===== src/rtl/wb_write_arbiter.sv =====
// Register-file write-port arbiter: the single-cycle ALU result (A) has priority
// over a FIFO of long-latency results (B), with an anti-starvation override.
module wb_write_arbiter #(
  parameter int XLEN       = 64,
  parameter int DEPTH      = 4,
  parameter int STARVE_MAX = 3
) (
  input  logic                       clk,
  input  logic                       reset,
  input  logic                       a_valid,
  output logic                       a_ready,
  input  logic [4:0]                 a_rd,
  input  logic [XLEN-1:0]            a_data,
  input  logic                       b_valid,
  output logic                       b_ready,
  input  logic [4:0]                 b_rd,
  input  logic [XLEN-1:0]            b_data,
  output logic                       wb_en,
  output logic [4:0]                 wb_rd,
  output logic [XLEN-1:0]            wb_data,
  output logic [31:0]                pending,
  output logic [$clog2(DEPTH):0]     fifo_count
);

  localparam int PW = $clog2(DEPTH);
  localparam int CW = PW + 1;
  localparam int SW = (STARVE_MAX < 1) ? 1 : $clog2(STARVE_MAX + 1);
  localparam logic [SW-1:0] SMAX = SW'(STARVE_MAX);

  typedef struct packed {
    logic [4:0]      rd;
    logic [XLEN-1:0] data;
  } wb_ent_t;

  wb_ent_t          mem [DEPTH];
  logic [DEPTH-1:0] slot_vld;
  logic [PW-1:0]    rd_ptr, wr_ptr;
  logic [CW-1:0]    count;
  logic [SW-1:0]    starve_cnt, starve_nxt;
  logic             fifo_empty, force_b, push, pop;
  logic             wr_en_nxt, wr_sel_a;
  wb_ent_t          head;

  assign fifo_empty = (count == '0);
  assign force_b    = (starve_cnt == SMAX) && !fifo_empty;
  assign a_ready    = !force_b;
  assign b_ready    = (count < CW'(DEPTH));
  assign fifo_count = count;
  assign head       = mem[rd_ptr];
  // Writes to x0 are dropped at the door so they never occupy a slot.
  assign push       = b_valid && b_ready && (b_rd != 5'd0);

  always_comb begin
    pop        = 1'b0;
    wr_en_nxt  = 1'b0;
    wr_sel_a   = 1'b0;
    starve_nxt = starve_cnt;
    if (force_b) begin
      pop        = 1'b1;
      wr_en_nxt  = 1'b1;
      starve_nxt = '0;
    end else if (a_valid && (a_rd != 5'd0)) begin
      wr_en_nxt = 1'b1;
      wr_sel_a  = 1'b1;
      if (fifo_empty)              starve_nxt = '0;
      else if (starve_cnt != SMAX) starve_nxt = starve_cnt + 1'b1;
    end else if (a_valid) begin
      // A targeting x0 is swallowed; its slot goes to the FIFO head.
      pop       = !fifo_empty;
      wr_en_nxt = !fifo_empty;
    end else if (!fifo_empty) begin
      pop        = 1'b1;
      wr_en_nxt  = 1'b1;
      starve_nxt = '0;
    end else begin
      starve_nxt = '0;
    end
  end

  always_comb begin
    pending = '0;
    for (int i = 0; i < DEPTH; i++)
      if (slot_vld[i]) pending[mem[i].rd] = 1'b1;
    pending[0] = 1'b0;
  end

  always_ff @(posedge clk)
    if (push) mem[wr_ptr] <= '{rd: b_rd, data: b_data};

  always_ff @(posedge clk or posedge reset) begin
    if (reset) begin
      rd_ptr     <= '0;
      wr_ptr     <= '0;
      count      <= '0;
      slot_vld   <= '0;
      starve_cnt <= '0;
      wb_en      <= 1'b0;
      wb_rd      <= '0;
      wb_data    <= '0;
    end else begin
      starve_cnt <= starve_nxt;
      count      <= count + CW'(push) - CW'(pop);
      if (pop) begin
        rd_ptr           <= rd_ptr + 1'b1;
        slot_vld[rd_ptr] <= 1'b0;
      end
      if (push) begin
        wr_ptr           <= wr_ptr + 1'b1;
        slot_vld[wr_ptr] <= 1'b1;
      end
      wb_en <= wr_en_nxt;
      if (wr_en_nxt) begin
        wb_rd   <= wr_sel_a ? a_rd   : head.rd;
        wb_data <= wr_sel_a ? a_data : head.data;
      end
    end
  end

endmodule


===== config.mk =====
export PLATFORM = sky130hd
export DESIGN_NAME = wb_write_arbiter
export DESIGN_NICKNAME = d
export VERILOG_FILES = /design/src/rtl/wb_write_arbiter.sv
export SDC_FILE = /design/constraint.sdc
export NUM_CORES = 1
export LEC_CHECK = 0
export CAP_MARGIN = 5
export CORE_UTILIZATION = 50
export CTS_CLUSTER_SIZE = 20
export DETAILED_ROUTE_END_ITERATION = 12
export GPL_ROUTABILITY_DRIVEN = 1
export PLACE_DENSITY = 0.87
export SYNTH_ARGS = -nofsm -noshare
export SYNTH_HDL_FRONTEND = slang
export SYNTH_SLANG_ARGS = --single-unit
export TNS_END_PERCENT = 20

===== constraint.sdc =====
create_clock -name clk -period 5.25 [get_ports clk]
set_input_delay 1.05 -clock clk [delete_from_list [all_inputs] [get_ports clk]]
set_output_delay 1.05 -clock clk [all_outputs]
set_load 0.005 [all_outputs]

-- After elaboration in Yosys (flattened, before gate mapping)
Memory sizes are Yosys's and may differ from the RTL's.
Cells that the tools add are included.
- order comparisons: 13
- $add $sub $neg: 5
- bitwise logic cells: 6
- multiplexer cells: 35
- reductions and logical operators: 16
- equal/unequal tests: 4
- operator list (cell ; count):
    2-to-1 mux 32 bit ; 4
    bitwise OR 32 bit ; 3
    2-to-1 mux 64 bit ; 1
    less-than comparator 5 x 6 -> 1 bit, second input constant ; 4
    demux 1 bit (select 5 bit) ; 4
    greater-or-equal comparator 5 x 1 -> 1 bit, second input constant ; 4
    2-to-1 mux 1 bit ; 16
    logical AND 1 bit ; 10
    2-to-1 mux 2 bit ; 5
    nonzero test 5 bit ; 2
    2-to-1 mux 4 bit ; 2
    adder 2 x 1 -> 2 bit, second input constant ; 3
    less-than comparator 2 x 3 -> 1 bit, second input constant ; 2
    2-to-1 mux 5 bit ; 1
    bitwise AND 4 bit ; 1
    demux 1 bit (select 2 bit) ; 2
    greater-or-equal comparator 2 x 1 -> 1 bit, second input constant ; 2
    != test 4 x 3 -> 1 bit, second input constant ; 1
    NOT 4 bit ; 1
    bitwise OR 4 bit ; 1
    adder 3 x 1 -> 3 bit ; 1
    zero test 3 bit ; 1
    less-than comparator 3 bit, second input constant ; 1
    != test 3 x 1 -> 1 bit, second input constant ; 1
    5 further kinds ; 6
- RAM bits: 276
- register bits after elaboration: 83
- memories kept: 1
- word-level logic and storage cells: 88
- memory list (name ; depth ; width ; read ports ; clocked after Yosys merged registers in ; write ports ; line ; text):
    mem ; 4 ; 69 ; 5 ; 0 ; 1 ; 35 ; wb_ent_t mem [DEPTH];

-- Longest topological paths before layout
An unclocked memory read counts as a cell.
- depth in word-level cells: 12
- depth in mapped cells: 9
- depth with buffers taken out: 8

-- Least setup slack after synthesis
OpenSTA, ideal clock, no wires.
- kind: input-to-reg
- start: input port b_valid
- end: memory mem[0][0] (netlist name) (enable)
- cell stages on the path: 3
- setup time: 0.435 ns
- setup slack: 1.748 ns
- arrival: 3.067 ns
- cell sequence: nor2b_1 o21a_1 and2_1
- word-level cells in the longest chain between the ends: 4
- ends and longest elaborated chain (element ; line ; text):
    start, declared ; 14 ; input logic b_valid,
    logical AND 1 bit (2 in a row) ; 51 ; assign push = b_valid && b_ready && (b_rd != 5'd0);
    2-to-1 mux 1 bit ; 88 ; if (push) mem[wr_ptr] <= '{rd: b_rd, data: b_data};
    2-to-1 mux 1 bit (not written as such) ; 88 ;
    end, declared ; 35 ;
No other way between the ends.

==> run metrics <==
Tmin final 3.97 ns; CP peak stage delay 0.95 ns; WL/cell 23.5 um; Detailed Route Iter0 Violations 762; Pwr Density 499 mW/mm^2; largest net degree at the start of global routing 74; Clk pin slew, worst setup/hold paths 0.06 ns; Starting Density 0.514; main combinational cell family by area after synthesis multiplexers; Simple-Gate Fraction of Synth Area 0.0637; post-route ant nets 0; Placed Area 0.0178 mm^2; Pins Over Slew Limit 0; die span in x 175 um; Mapped Area 0.0149 mm^2; final-stage net count 1309; design area 0.0190 mm^2; initial antenna violation count 5; post-synthesis adder-cell area fraction 0.00974; top-area cell type share of the netlist area 0.556; setup bufs post-CTS 0; commonest non-fill, non-tap cell in the layout edfxtp_1; worst clock skew 0.0217 ns; Int Pwr 6.75 mW; Worst-Margin Slew 1.14 ns; max cap viols 0; cts repair resizes 0; die area 0.0305 mm^2; commonest non-fill, non-tap cells in the layout edfxtp_1 (276), clkdlybuf4s50_1 (247), dfrtp_1 (81); dominant delay contributor by cell family on the critical path simple AND/OR/NAND/NOR gates; number of synthesized flops with an enable pin 276; wire length of the first global-routing pass 57000 um; combinational share of power 0.277; outcome completed; Hold WS 0.516 ns; cts bufs inserted 37; Die Span Y 175 um; CTS tree done; Hold Crit Start wb_data[47]; Seq/Total Area, Yosys 0.695; Area Growth Syn to Fin 27.7%; post-synth cell types 48; Slowest-stage cell, CP nor3b_1; NetSw 2.76 mW; Ports 249; Pleak 6.74 nW; Max FO, Critical Path 7; half-perimeter wire length after placement 23400 um; CTS sink count 359; GRT Overall Usage 0.248; Worst EP arrival 2.92 ns; worst skew pair latency 0.53 ns; DR vias/cell 5.94; # H-tree levels 2; yosys warns 0; syn avg cell area 16.4 um^2; overall routed net length 37000 um; grt ovf 0; CP Launch Point mem[0][65]; CP required 4.20 ns; layout cells sized above 1 0.143; routability congestion estimate 0.920; setup tns final 0 ns; worst hold path type flop to flop; Synth Area in XOR/XNOR 0.00294; placed cell count 1501; critical-path cell list nor3b_1, nor2b_1, a21oi_1, o221ai_1, clkdlybuf4s50_1; Finished Layout Cells 1574; sw frac 0.290; dominant cell type by area after synthesis edfxtp_1; vias in the first global route 9915; I/O Buffers 247; Area contributors post-synth edfxtp_1 (56%), dfrtp_1 (14%), mux4_2 (10%); clock power share 0.278; Critical R2R Launch starve_cnt[0]; via count 9356; critical path class flop to output pin; startpoint type of the worst setup path flop; CTS root buffer clkbuf_16; clk buf depth 3; RSZ-0062 raised after global routing no; row count 62; setup violators final 0; fin crit share 0.756; DRC 0; Core Area 0.0290 mm^2; First-pass DRT Iterations 5; Critical Path End Type output pin; Final Hold Fails 0; ys flop type edfxtp_1; Syn Inst Count 910; post-synthesis compound-gate area fraction 0.0750; peak supply drop 363 uV; post-synthesis register bit count 359; mux cell area share after synthesis 0.125; asr flop ratio synth 0.231; sequential fraction of design power 0.445; FMAX 0.252 GHz; CP bufs+invs 1; Rel. slew slack 0.242; Synth Net Count 1063; # hold bufs at CTS 0
[flip-flops by register name (all words and copies together) (netlist names)]
signal,count
mem,276
wb_data,64
wb_rd,5
slot_vld,4
fifo_count,3
rd_ptr,2
starve_cnt,2
wr_ptr,2
wb_en,1
[cell usage after synthesis, types with 6 or more instances]
master,instances
edfxtp_1,276
dfrtp_1,83
mux4_2,69
nor2_1,62
a21oi_1,55
inv_1,48
a221o_1,43
nor3_1,37
clkbuf_1,34
mux2i_1,30
o221ai_1,20
nand2_1,16
nand3b_1,14
o22ai_1,11
buf_2,10
ha_1,10
a22oi_1,7
nand3_1,7
or3b_2,7
nor3b_1,6
o21ai_0,6
[final timing paths]
check	endpoint	cells past startpoint	slack, ns
min	wb_data[47]	1	0.52
min reg2reg	wb_data[47]	1	0.52
max in group asynchronous	rd_ptr[0]	3	3.26
max	pending[8]	5	1.28
max reg2reg	fifo_count[2]	8	2.52
min in group asynchronous	wb_en	2	1.04
[layout make-up]
cell class | instances | area [um^2]
clock buffer | 46 | 1020
timing repair buffer | 259 | 2570
clock inverter | 22 | 224
sequential | 359 | 10400
fill | 2027 | 9980
antenna | 5 | 12.5
inverter | 49 | 186
multi-input combinational | 450 | 4170
tap | 384 | 480
[power by group through the flow]
stage | clock network (mW) | registers, mW | logic (mW)
2_1_floorplan | 0 | 4.01 | 1.59
3_3_place_gp | 0 | 4.25 | 2.58
3_5_place_dp | 0 | 4.28 | 2.65
4_1_cts | 2.69 | 4.24 | 2.67
5_1_grt | 2.80 | 4.31 | 2.83
6_report | 2.64 | 4.23 | 2.64
[cells by family (layout without fill, tap and decap cells)]
| family | after synthesis | in the layout |
|---|---|---|
| XOR/XNOR | 5 | 5 |
| buffers and inverters | 101 | 376 |
| AND/OR/NAND/NOR | 181 | 181 |
| adder cells (fa/ha/maj) | 11 | 11 |
| other | 1 | 6 |
| multiplexers | 100 | 100 |
| AO/OA/AOI/OAI | 152 | 152 |
| flip-flops | 359 | 359 |
[stage by stage]
stage	worst slack, ns	utilization	total power, mW
CTS	1.34	0.656	9.59
global placement	1.48	0.613	6.84
detailed placement	1.39	0.613	6.93
finish	1.28	0.656	9.51
global route	1.19	0.656	9.94
floorplan	1.75	-	5.61
[routing by layer]
layer	wire, um	track usage
met2	18700	0.420
met5	0	0
met4	1130	0.100
met3	2930	0.0520
met1	14200	0.314
(Power assumes the default switching activity.)
